==> config.mk <==
export PLATFORM = sky130hd
export DESIGN_NAME = ts_packet_arbiter
export DESIGN_NICKNAME = d
export VERILOG_FILES = /design/src/rtl/ts_packet_arbiter.sv
export SDC_FILE = /design/constraint.sdc
export NUM_CORES = 1
export LEC_CHECK = 0
export ABC_AREA = 1
export BUFFER_PORTS_ARGS = -buffer_cell sky130_fd_sc_hd__buf_2
export CORE_UTILIZATION = 53
export CTS_CLUSTER_DIAMETER = 30
export DETAILED_ROUTE_END_ITERATION = 8
export HOLD_SLACK_MARGIN = 0.03
export PLACE_DENSITY = 0.81
export SLEW_MARGIN = 20
export SYNTH_ARGS = -nofsm -noshare
export SYNTH_HDL_FRONTEND = slang
export SYNTH_SLANG_ARGS = --single-unit
==> constraint.sdc <==
create_clock -name clk -period 2.1 [get_ports clk]
set_input_delay 0.21 -clock clk [delete_from_list [all_inputs] [get_ports clk]]
set_output_delay 0.21 -clock clk [all_outputs]
set_load 0.01 [all_outputs]
==> src/rtl/ts_packet_arbiter.sv <==
// ============================================================================
// Module   : ts_packet_arbiter
// Purpose  : Packet-atomic round-robin arbiter feeding one TS FIFO write port.
// Revision : 1.0  initial release
// ============================================================================
`default_nettype none

module ts_packet_arbiter #(
  parameter int NUM_SRC = 2,
  parameter int PKT_LEN = 188,
  parameter int CNT_W   = 16
) (
  input  logic                 clk,
  input  logic                 rst_n,
  input  logic [8*NUM_SRC-1:0] src_data_i,
  input  logic [NUM_SRC-1:0]   src_valid_i,
  input  logic [NUM_SRC-1:0]   src_sync_i,
  output logic [NUM_SRC-1:0]   src_ready_o,
  input  logic [NUM_SRC-1:0]   src_enable_i,
  input  logic                 fifo_full_i,
  output logic                 fifo_w_en_o,
  output logic [9:0]           fifo_data_o,
  output logic [NUM_SRC-1:0]   grant_o,
  output logic [CNT_W-1:0]     pkt_count_o,
  output logic [CNT_W-1:0]     err_count_o
);

  localparam int IDX_W  = (NUM_SRC > 1) ? $clog2(NUM_SRC) : 1;
  localparam int BCNT_W = (PKT_LEN > 1) ? $clog2(PKT_LEN) : 1;
  localparam logic [BCNT_W-1:0] C_LAST_BYTE = BCNT_W'(PKT_LEN - 1);
  localparam logic [IDX_W-1:0]  C_LAST_INIT = IDX_W'(NUM_SRC - 1);

  typedef enum logic [0:0] {
    IDLE = 1'b0,
    XFER = 1'b1
  } state_e;

  state_e             state_q, state_d;
  logic [IDX_W-1:0]   g_q, g_d;
  logic [IDX_W-1:0]   last_q, last_d;
  logic [BCNT_W-1:0]  bcnt_q, bcnt_d;
  logic [CNT_W-1:0]   pkt_q, pkt_d;
  logic [CNT_W-1:0]   err_q, err_d;

  logic [7:0]         w_bytes [NUM_SRC];
  logic [NUM_SRC-1:0] w_cand;
  logic [NUM_SRC-1:0] w_drop;
  logic               w_found;
  logic [IDX_W-1:0]   w_win;
  logic               w_xfer;

  generate
    for (genvar gi = 0; gi < NUM_SRC; gi++) begin : g_unpack
      assign w_bytes[gi] = src_data_i[8*gi +: 8];
    end
  endgenerate

  assign w_cand = src_enable_i & src_valid_i & src_sync_i;
  assign w_drop = src_valid_i & ~src_sync_i;
  assign w_xfer = (state_q == XFER) & src_valid_i[g_q] & ~fifo_full_i;

  // Offsets are scanned from farthest to nearest so the source right after
  // the last-served one is written last and therefore wins.
  always_comb begin
    w_found = 1'b0;
    w_win   = '0;
    for (int k = NUM_SRC; k >= 1; k--) begin
      for (int i = 0; i < NUM_SRC; i++) begin
        if (w_cand[i] && (((int'(last_q) + k) % NUM_SRC) == i)) begin
          w_found = 1'b1;
          w_win   = IDX_W'(i);
        end
      end
    end
  end

  always_comb begin
    state_d     = state_q;
    g_d         = g_q;
    last_d      = last_q;
    bcnt_d      = bcnt_q;
    pkt_d       = pkt_q;
    err_d       = err_q;
    src_ready_o = '0;
    grant_o     = '0;
    fifo_w_en_o = w_xfer;
    fifo_data_o = {w_bytes[g_q], 1'b1, src_sync_i[g_q]};

    case (state_q)
      IDLE: begin
        src_ready_o = w_drop;
        if (|w_drop && (err_q != '1)) begin
          err_d = err_q + 1'b1;
        end
        if (w_found) begin
          g_d     = w_win;
          bcnt_d  = '0;
          state_d = XFER;
        end
      end
      XFER: begin
        grant_o[g_q]     = 1'b1;
        src_ready_o[g_q] = ~fifo_full_i;
        if (w_xfer) begin
          bcnt_d = bcnt_q + 1'b1;
          // A stray sync inside a packet is forwarded as data but still counted.
          if (src_sync_i[g_q] && (bcnt_q != '0) && (err_q != '1)) begin
            err_d = err_q + 1'b1;
          end
          if (bcnt_q == C_LAST_BYTE) begin
            pkt_d   = pkt_q + 1'b1;
            last_d  = g_q;
            bcnt_d  = '0;
            state_d = IDLE;
          end
        end
      end
      default: state_d = IDLE;
    endcase
  end

  always_ff @(posedge clk or negedge rst_n) begin
    if (!rst_n) begin
      state_q <= IDLE;
      g_q     <= '0;
      last_q  <= C_LAST_INIT;
      bcnt_q  <= '0;
      pkt_q   <= '0;
      err_q   <= '0;
    end else begin
      state_q <= state_d;
      g_q     <= g_d;
      last_q  <= last_d;
      bcnt_q  <= bcnt_d;
      pkt_q   <= pkt_d;
      err_q   <= err_d;
    end
  end

  assign pkt_count_o = pkt_q;
  assign err_count_o = err_q;

endmodule

`default_nettype wire

==> impl_metrics.toml, run 1 <==
[sta]
hold_viol = 0
fin_crit_ps = 1800
max_freq_ghz = 0.555
fin_skew_ps = 8.62
setup_tns_ps = 0
rsz0062_at_grt = "no"
whs_ps = 224
finalWorstSetupSlack_ps = 297
finalSetupViolCount = 0
post-route-period-util = 0.858
drv_slew = 0

[grt]
grt.total_usage = 0.237
antenna_found_initial = 0
grt-ovfl-total = 0
grt_pass1_wl_um = 9960
grt_pass1_vias = 2407
grt_max_degree = 44

[setup_path]
critPathCaptureType = "flop"
path_cells = "ha_1 > nand3_1 > inv_2 > nand2_1 > nor2_2 > nor2_4 > buf_4 > nand3_1 > nand2_1"
ff2ff_path_depth = 9
arrival_ps = 2030
timing.rr.end = "err_count_o[8]"
slowest_stage = "dfrtp_1"
crit_fanout = 9
rrSetupSlack_ps = 300
r2r-start = "err_count_o[0]"
critPathMaxStageDelay_ps = 450
start_kind = "flop"
crit_type = "reg -> reg"
worstPathRequired_ps = 2330

[flow_run]
drv_cap = 0

[power_and_ir_drop]
leakagePower_nw = 1.68
power.switching_uw = 648
clock_power_share = 0.262
power.share.sequential = 0.515
switching_share = 0.327
p_total_mw = 1.98
pwr_density_cell_mw_per_mm2 = 624
cell_internal_pwr_mw = 1.34
pwr-share-comb = 0.223
max-vdd-ir-drop_v = 0.000327

[clock_tree]
cts_setup_buffers = 0
cts_root_buf = "clkbuf_8"
clkSinkCount = 43
cts_tree = "done"
ctsResizeCount = 0
cts_buffer_depth = 2
cts_buffers = 5
htreeDepth = 2
clk-insertion-delay-late_ps = 290
clkSlewWorstSetupHoldPaths_ps = 90

[cells_and_area]
multi_input_area_sq_mm = 0.00138
n_antenna_cell = 0
register_area_sq_mm = 0.00108
drive_gt1_frac = 0.236
stdcell_count = 503
final_area_sq_mm = 0.00318
fillers = 422
area_growth_pct = 19.9
nets = 464
fin_util = 0.669

[die]
core_area_sq_mm = 0.00475
dieHeight_um = 72.7
start_util = 0.558
die-area_sq_mm = 0.00529
rows = 25
num_io_pins = 72
die_x_um = 72.7

[synthesis]
synthFlopType = "dfrtp_1"
synth-seq-area-share = 0.406
syn_area_per_cell_sq_um = 7.39
synth.net_count = 388
yosysWarnings = 0
synth_cell_type_count = 27
syn_inst = 359
syn-cell-area_sq_mm = 0.00265
synth-edff-count = 0
synthArstFlopShare = 1.00
synth_seq_cells = 43

[detailed_routing]
viasPerCell = 5.08
drc = 0
first_iter_violations = 200
drt-total-wl_um = 5870
ant_nets = 0
vias = 2554
wl_per_cell_um = 11.7
firstDrtPassIters = 4

[status]
status = "finished, final reports clean"

[place]
hpwlAfterDp_um = 4410
placed_area_sq_mm = 0.00309
dp_slack_ps = 345
place.gp.congestion = 0.900
dp_cells = 494
portBuffers = 70

[min_path]
hold_depth = 3
worstHoldStart = "src_enable_i[1]"
hold_path_end = "g_q"
hp-class = "in -> reg"
worst max-delay path, delay by kind of cell, from the launching register on:
| family | cells | cell delay [ps] |
|---|---|---|
| flops | 1 | 450 |
| fa+ha+maj | 1 | 280 |
| buf+inv | 2 | 270 |
| simple gates | 6 | 720 |
synthesized netlist by cell type (3+ instances only):
| cell | count | share of area |
|---|---|---|
| nand2_1 | 114 | 0.16 |
| dfrtp_1 | 42 | 0.40 |
| nand3_1 | 40 | 0.075 |
| nor2_1 | 39 | 0.055 |
| inv_1 | 35 | 0.050 |
| xor2_1 | 13 | 0.043 |
| nand4_1 | 12 | 0.028 |
| xnor2_1 | 9 | 0.030 |
| mux2_2 | 8 | 0.034 |
| o21ai_0 | 8 | 0.015 |
| o22ai_1 | 5 | 0.012 |
| ha_1 | 4 | 0.019 |
| inv_2 | 4 | 0.0057 |
| o21ai_1 | 4 | 0.0075 |
| nand2_2 | 3 | 0.0071 |
| nor3_1 | 3 | 0.0057 |
kinds of logic (layout without fill, tap and decap cells):
logic type	after synthesis	in the layout	synth area share
other cells	1	1	0.00141
compound gates	19	19	0.0401
xor+xnor	22	22	0.0726
simple gates	216	216	0.352
fa+ha+maj	4	4	0.0189
flops	43	43	0.406
mux	8	8	0.0340
buf+inv	46	123	0.0745
sequential cells by signal, summed over array words and instances, names as in the netlist:
| name | cells |
|---|---|
| pkt_count_o | 16 |
| err_count_o | 16 |
| state_q | 1 |
| last_q | 1 |
| bcnt_q | 8 |
| g_q | 1 |
timing repair:
| item | in CTS | in global routing |
|---|---|---|
| setup endpoints to repair | 0 | 0 |
| hold buffers | 1 | 0 |
| hold endpoints to repair | 42 | 0 |
placed cells by master, fill, tap and decap left out, types with 2 or more instances in the layout:
| cell type | netlist | final |
|---|---|---|
| buf_2 | 2 | 70 |
| buf_4 | 2 | 4 |
| clkbuf_8 | 0 | 5 |
| dfrtp_1 | 42 | 42 |
| ha_1 | 4 | 4 |
| inv_1 | 35 | 35 |
| inv_2 | 4 | 4 |
| mux2_2 | 8 | 8 |
| nand2_1 | 114 | 114 |
| nand2_2 | 3 | 3 |
| nand2_4 | 2 | 2 |
| nand3_1 | 40 | 40 |
| nand4_1 | 12 | 12 |
| nor2_1 | 39 | 39 |
| nor2_4 | 2 | 2 |
| nor3_1 | 3 | 3 |
| o21ai_0 | 8 | 8 |
| o21ai_1 | 4 | 4 |
| o22ai_1 | 5 | 5 |
| xnor2_1 | 9 | 9 |
| xor2_1 | 13 | 13 |
layer usage:
layer	vias to the layer above	wire length, um	track usage
li1	1290	-	-
met1	1182	2670	0.295
met2	80	2890	0.426
met3	2	276	0.0401
met4	0	25	0.0632
met5	-	0	0
worst max path at each step:
stage	start	end	slack (ps)
2_1_floorplan	err_count_o[0]	err_count_o[12]	440
3_3_place_gp	err_count_o[0]	err_count_o[8]	420
3_5_place_dp	err_count_o[0]	err_count_o[8]	350
4_1_cts	err_count_o[0]	err_count_o[8]	310
5_1_grt	err_count_o[0]	err_count_o[8]	190
6_report	err_count_o[0]	err_count_o[8]	300
area by class of cell:
cell class	count	share of cell area
sequential	43	0.339
clock buffer	6	0.0228
tap	67	0.0264
inverter	39	0.0460
timing repair buffer	76	0.129
multi-input combinational	270	0.433
clock inverter	2	0.00393
power groups by stage:
stage / registers, mW / logic [mW] / clock network [mW]
finish: 1.02 / 0.442 / 0.519
detailed placement: 1.04 / 0.441 / 0
CTS: 1.02 / 0.447 / 0.538
global route: 1.04 / 0.501 / 0.569
floorplan: 1.02 / 0.295 / 0
global placement: 1.03 / 0.437 / 0
No activity file was read; power rests on OpenSTA's default activity.
==> run 2, diff against run 1 <==
--- a/config.mk
+++ b/config.mk
@@ -7,6 +7,7 @@
 export LEC_CHECK = 0
 export ABC_AREA = 1
 export BUFFER_PORTS_ARGS = -buffer_cell sky130_fd_sc_hd__buf_2
+export CORE_ASPECT_RATIO = 1.4
 export CORE_UTILIZATION = 53
 export CTS_CLUSTER_DIAMETER = 30
 export DETAILED_ROUTE_END_ITERATION = 8
==> run 2 against run 1 <==
Effect of this change:
- utilization fell by 0.87 points
- global-route usage rose by 1.4 points
- non-clock buffer count rose by 2
- critical path type unchanged
- critical endpoint is now err_count_o[12]
==> impl_metrics.toml, run 2 (synthesis gave the netlist of run 1 again) <==
[setup_path]
crit_type = "reg -> reg"
crit_fanout = 10
ff2ff_path_depth = 9
path_cells = "ha_1 > nand3_1 > inv_2 > nand2_1 > nor2_2 > nor2_4 > buf_4 > nand3_1 > nand2_1"
start_kind = "flop"
slowest_stage = "dfrtp_1"
arrival_ps = 2020
critPathCaptureType = "flop"
timing.rr.end = "err_count_o[12]"
crit_family = "simple AND/OR/NAND/NOR gates"
r2r-start = "err_count_o[0]"
critPathMaxStageDelay_ps = 470
critPathBufInv = 2
worstPathRequired_ps = 2290
rrSetupSlack_ps = 270

[power_and_ir_drop]
max-vdd-ir-drop_v = 0.000478
power.share.sequential = 0.486
switching_share = 0.312
pwr_density_cell_mw_per_mm2 = 660
power.switching_uw = 659
pwr-share-comb = 0.213
leakagePower_nw = 1.69
cell_internal_pwr_mw = 1.45
clock_power_share = 0.301

[sta]
max_freq_ghz = 0.545
rsz0062_at_grt = "no"
fin_skew_ps = 11.5
finalSetupViolCount = 0
fin_crit_ps = 1830
worstMarginPinSlew_ps = 589
post-route-period-util = 0.873
hold_viol = 0
finalWorstSetupSlack_ps = 266
slew_headroom = 0.607
setup_tns_ps = 0
drv_slew = 0

[cells_and_area]
area_growth_pct = 20.5
fillers = 437
final_cell_mix = "114 x nand2_1, 70 x buf_2, 42 x dfrtp_1"
register_area_sq_mm = 0.00108
multi_input_area_sq_mm = 0.00138
nets = 466
drive_gt1_frac = 0.238
final_common_cell = "nand2_1"
n_antenna_cell = 0

[die]
dieHeight_um = 85.7
num_io_pins = 72
core_area_sq_mm = 0.00484
rows = 30
die-area_sq_mm = 0.00530
start_util = 0.548
die_x_um = 61.8

[grt]
grt.total_usage = 0.251
grt-ovfl-total = 0
grt_pass1_vias = 2403
grt_max_degree = 27
antenna_found_initial = 0
grt_pass1_wl_um = 10100

[clock_tree]
clk-insertion-delay-late_ps = 300
cts_root_buf = "clkbuf_8"
cts_tree = "done"
cts_buffer_depth = 2
clkSlewWorstSetupHoldPaths_ps = 90
htreeDepth = 2
cts_buffers = 5
clkSinkCount = 43

[detailed_routing]
met3_length_um = 206
drt-total-wl_um = 6110
dr_wl_met2_um = 3260
ant_nets = 0
drc = 0
highest_layer = "met4"
first_iter_violations = 173
vias = 2586
firstDrtPassIters = 4
wl_per_cell_um = 12.2
wl_met1_um = 2500
viasPerCell = 5.16

[place]
dp_slack_ps = 175
place.gp.congestion = 0.818
portBuffers = 70
hpwlAfterDp_um = 4620

[flow_run]
drv_cap = 0

[min_path]
hp-class = "in -> reg"
hold_depth = 3
hold_path_end = "g_q"
worstHoldStart = "src_enable_i[1]"

[status]
status = "finished, final reports clean"
run 2: cell types whose count changed in the layout (fill, tap and decap cells not counted):
cell,delta
bufinv_16,+1
clkinv_2,-1
buf_4,+3
buf_12,-1
clkinvlp_4,-1
run 2: layout make-up:
cell class	instances	share of cell area
Timing Repair Buffer	78	0.129
Sequential cell	43	0.337
Multi-Input combinational cell	270	0.431
Clock buffer	6	0.0227
Clock inverter	1	0.00939
Tap cell	64	0.0250
Inverter	39	0.0458
run 2: how the worst max path moves through the flow:
stage,startpoint,end,slack (ps),depth (start not counted)
6_report,err_count_o[0],err_count_o[12],270,9
5_1_grt,err_count_o[0],err_count_o[5],120,9
4_1_cts,err_count_o[0],err_count_o[7],130,9
3_5_place_dp,err_count_o[0],err_count_o[7],180,9
3_3_place_gp,err_count_o[0],err_count_o[0],260,9
2_1_floorplan,err_count_o[0],err_count_o[12],440,10
run 2: repair_timing:
action,CTS,global route
hold buffers,1,0
resized for setup,0,0
setup buffers,0,4
endpoints found under the hold margin,24,0
endpoints found under the setup margin,0,16
run 2: power groups by stage:
stage | logic [mW] | registers [mW] | clock network, mW
final | 0.449 | 1.03 | 0.635
after detailed placement | 0.442 | 1.03 | 0
after global placement | 0.426 | 1.03 | 0
after CTS | 0.452 | 1.02 | 0.640
after floorplan | 0.295 | 1.02 | 0
after global routing | 0.516 | 1.04 | 0.669
run 2: tightest hold or removal path: stages:
cell	delay, ps
buf_2	100
nand3_1	110
o31ai_1	80
run 2: per-layer routing:
metal	global-route usage	vias up
li1	-	1300
met2	0.447	65
met3	0.0377	16
met5	0	-
met1	0.285	1205
met4	0.109	0
run 2: per-stage QoR:
| step | power (mW) | hold slack, ps | instance area (sq um) | std cells | utilization |
|---|---|---|---|---|---|
| after floorplan | 1.32 | -85.6 | 2650 | 359 | - |
| after global placement | 1.45 | 247 | 3050 | 489 | 0.631 |
| after detailed placement | 1.48 | 251 | 3050 | 489 | 0.631 |
| after CTS | 2.11 | 258 | 3170 | 497 | 0.654 |
| after global routing | 2.22 | 264 | 3200 | 501 | 0.660 |
| final | 2.11 | 249 | 3200 | 501 | 0.660 |
==> run 3, diff against run 2 <==
==> constraint.sdc (replaced) <==
create_clock -name clk -period 2.1 [get_ports clk]
set_input_delay 0.105 -clock clk [delete_from_list [all_inputs] [get_ports clk]]
set_output_delay 0.105 -clock clk [all_outputs]
set_load 0.01 [all_outputs]
==> run 3 against run 2 <==
Effect of this change:
- die area unchanged
- critical path depth decreased by 2
- first-iteration DRC count grew 11%
- sequential power about the same
- worst setup slack improved by 23 ps
- utilization shrank 0.44 points
- clock power is 7.7% lower
- final cell count shrank 0.40%
- global-route usage decreased by 0.98 points
- via count hardly changed
- critical path type unchanged
==> impl_metrics.toml, run 3 (synthesis gave the netlist of run 1 again) <==
[status]
status = "finished, final reports clean"

[place]
hpwlAfterDp_um = 4510
portBuffers = 70
place.gp.congestion = 0.822
placed_area_sq_mm = 0.00305

[setup_path]
worstPathRequired_ps = 2290
start_kind = "flop"
critPathBufInv = 0
crit_family = "simple AND/OR/NAND/NOR gates"
slowest_stage = "dfrtp_1"
r2r-start = "g_q"
path_cells = "nand4_1 > nand2_4 > nand3_1 > nand2_2 > nand2_4 > nand2_1 > nand2_1"
timing.rr.end = "err_count_o[2]"
ff2ff_path_depth = 7
crit_type = "reg -> reg"
critPathCaptureType = "flop"
arrival_ps = 2000
rrSetupSlack_ps = 290
critPathMaxStageDelay_ps = 600
crit_fanout = 17

[cells_and_area]
fillers = 429
register_area_sq_mm = 0.00108
n_antenna_cell = 0
final_cell_mix = "114 x nand2_1, 70 x buf_2, 42 x dfrtp_1"
final_area_sq_mm = 0.00318
multi_input_area_sq_mm = 0.00138
nets = 463
final_common_cell = "nand2_1"
drive_gt1_frac = 0.237
area_growth_pct = 19.7

[min_path]
hp-class = "in -> reg"
hold_depth = 3
hold_path_end = "g_q"
worstHoldStart = "src_enable_i[1]"

[sta]
finalSetupViolCount = 0
fin_skew_ps = 14.4
setup_tns_ps = 0
rsz0062_at_grt = "no"
drv_slew = 0
fin_crit_ps = 1810
max_freq_ghz = 0.552
hold_viol = 0
post-route-period-util = 0.862

[die]
start_util = 0.548
dieHeight_um = 85.7
die_x_um = 61.8
die-area_sq_mm = 0.00530
core_area_sq_mm = 0.00484
num_io_pins = 72
rows = 30

[grt]
grt_pass1_vias = 2380
antenna_found_initial = 0
busiest_layer = "met2"
use_met2 = 0.438
grtUsageMet1 = 0.270
grt-ovfl-total = 0
grt_pass1_wl_um = 9780
met3_usage = 0.0392
grt.total_usage = 0.241
grt_max_degree = 25

[clock_tree]
cts_root_buf = "clkbuf_8"
clkSinkCount = 43
htreeDepth = 2
clk-insertion-delay-late_ps = 300
cts_buffer_depth = 2
cts_buffers = 5
ctsResizeCount = 0
clkSlewWorstSetupHoldPaths_ps = 90
cts_tree = "done"

[detailed_routing]
viasPerCell = 5.18
vias = 2587
wl_per_cell_um = 12.1
drc = 0
drt-total-wl_um = 6060
ant_nets = 0
first_iter_violations = 192
firstDrtPassIters = 4

[flow_run]
drv_cap = 0

[power_and_ir_drop]
leakagePower_nw = 1.68
pwr_density_cell_mw_per_mm2 = 648
max-vdd-ir-drop_v = 0.000540
run 3: area by class of cell:
cell class	count	share of cell area
multi-input cells	270	0.434
flip-flops and latches	43	0.339
repair buffers	75	0.123
inverters	39	0.0461
clock buffers	7	0.0303
well taps	64	0.0252
clock inverters	1	0.00236
run 3: power breakdown:
group | total [mW] | internal, mW | switching (mW)
Sequential | 1.02 | 0.911 | 0.111
Clock | 0.586 | 0.299 | 0.287
Combinational | 0.449 | 0.187 | 0.262
Total | 2.06 | 1.40 | 0.660
run 3: how the worst max path moves through the flow:
| stage | from | to | slack (ps) | cells after the start |
|---|---|---|---|---|
| floorplan | err_count_o[0] | err_count_o[12] | 440 | 10 |
| global placement | err_count_o[0] | err_count_o[0] | 260 | 9 |
| detailed placement | err_count_o[0] | err_count_o[2] | 170 | 9 |
| CTS | err_count_o[0] | err_count_o[2] | 160 | 9 |
| global route | g_q | err_count_o[6] | 100 | 7 |
| finish | g_q | err_count_o[2] | 290 | 7 |
run 3: layer usage:
metal  vias to the layer above  routed length [um]
met5                         -                   0
met4                         0                  80
met3                         7                 264
met2                        72                3240
met1                      1213                2480
li1                       1295                   -
run 3: per-stage QoR:
step / power (mW) / setup slack (ps) / std cells / util / hold slack, ps
2_1_floorplan: 1.32 / 443 / 359 / - / -191
3_3_place_gp: 1.45 / 259 / 488 / 0.629 / 77.6
3_5_place_dp: 1.47 / 170 / 488 / 0.629 / 76.9
4_1_cts: 2.06 / 155 / 497 / 0.653 / 136
5_1_grt: 2.16 / 104 / 499 / 0.656 / 168
6_report: 2.06 / 290 / 499 / 0.656 / 138
run 3: repair_timing:
action	4_1_cts	5_1_grt
hold buffers	1	0
hold endpoints to repair	18	0
setup endpoints to repair	0	2
setup buffers	0	2
run 3: tightest hold or removal path, stage by stage:
cell and delay, ps:
buf_2 100, nand3_1 100, o31ai_1 80
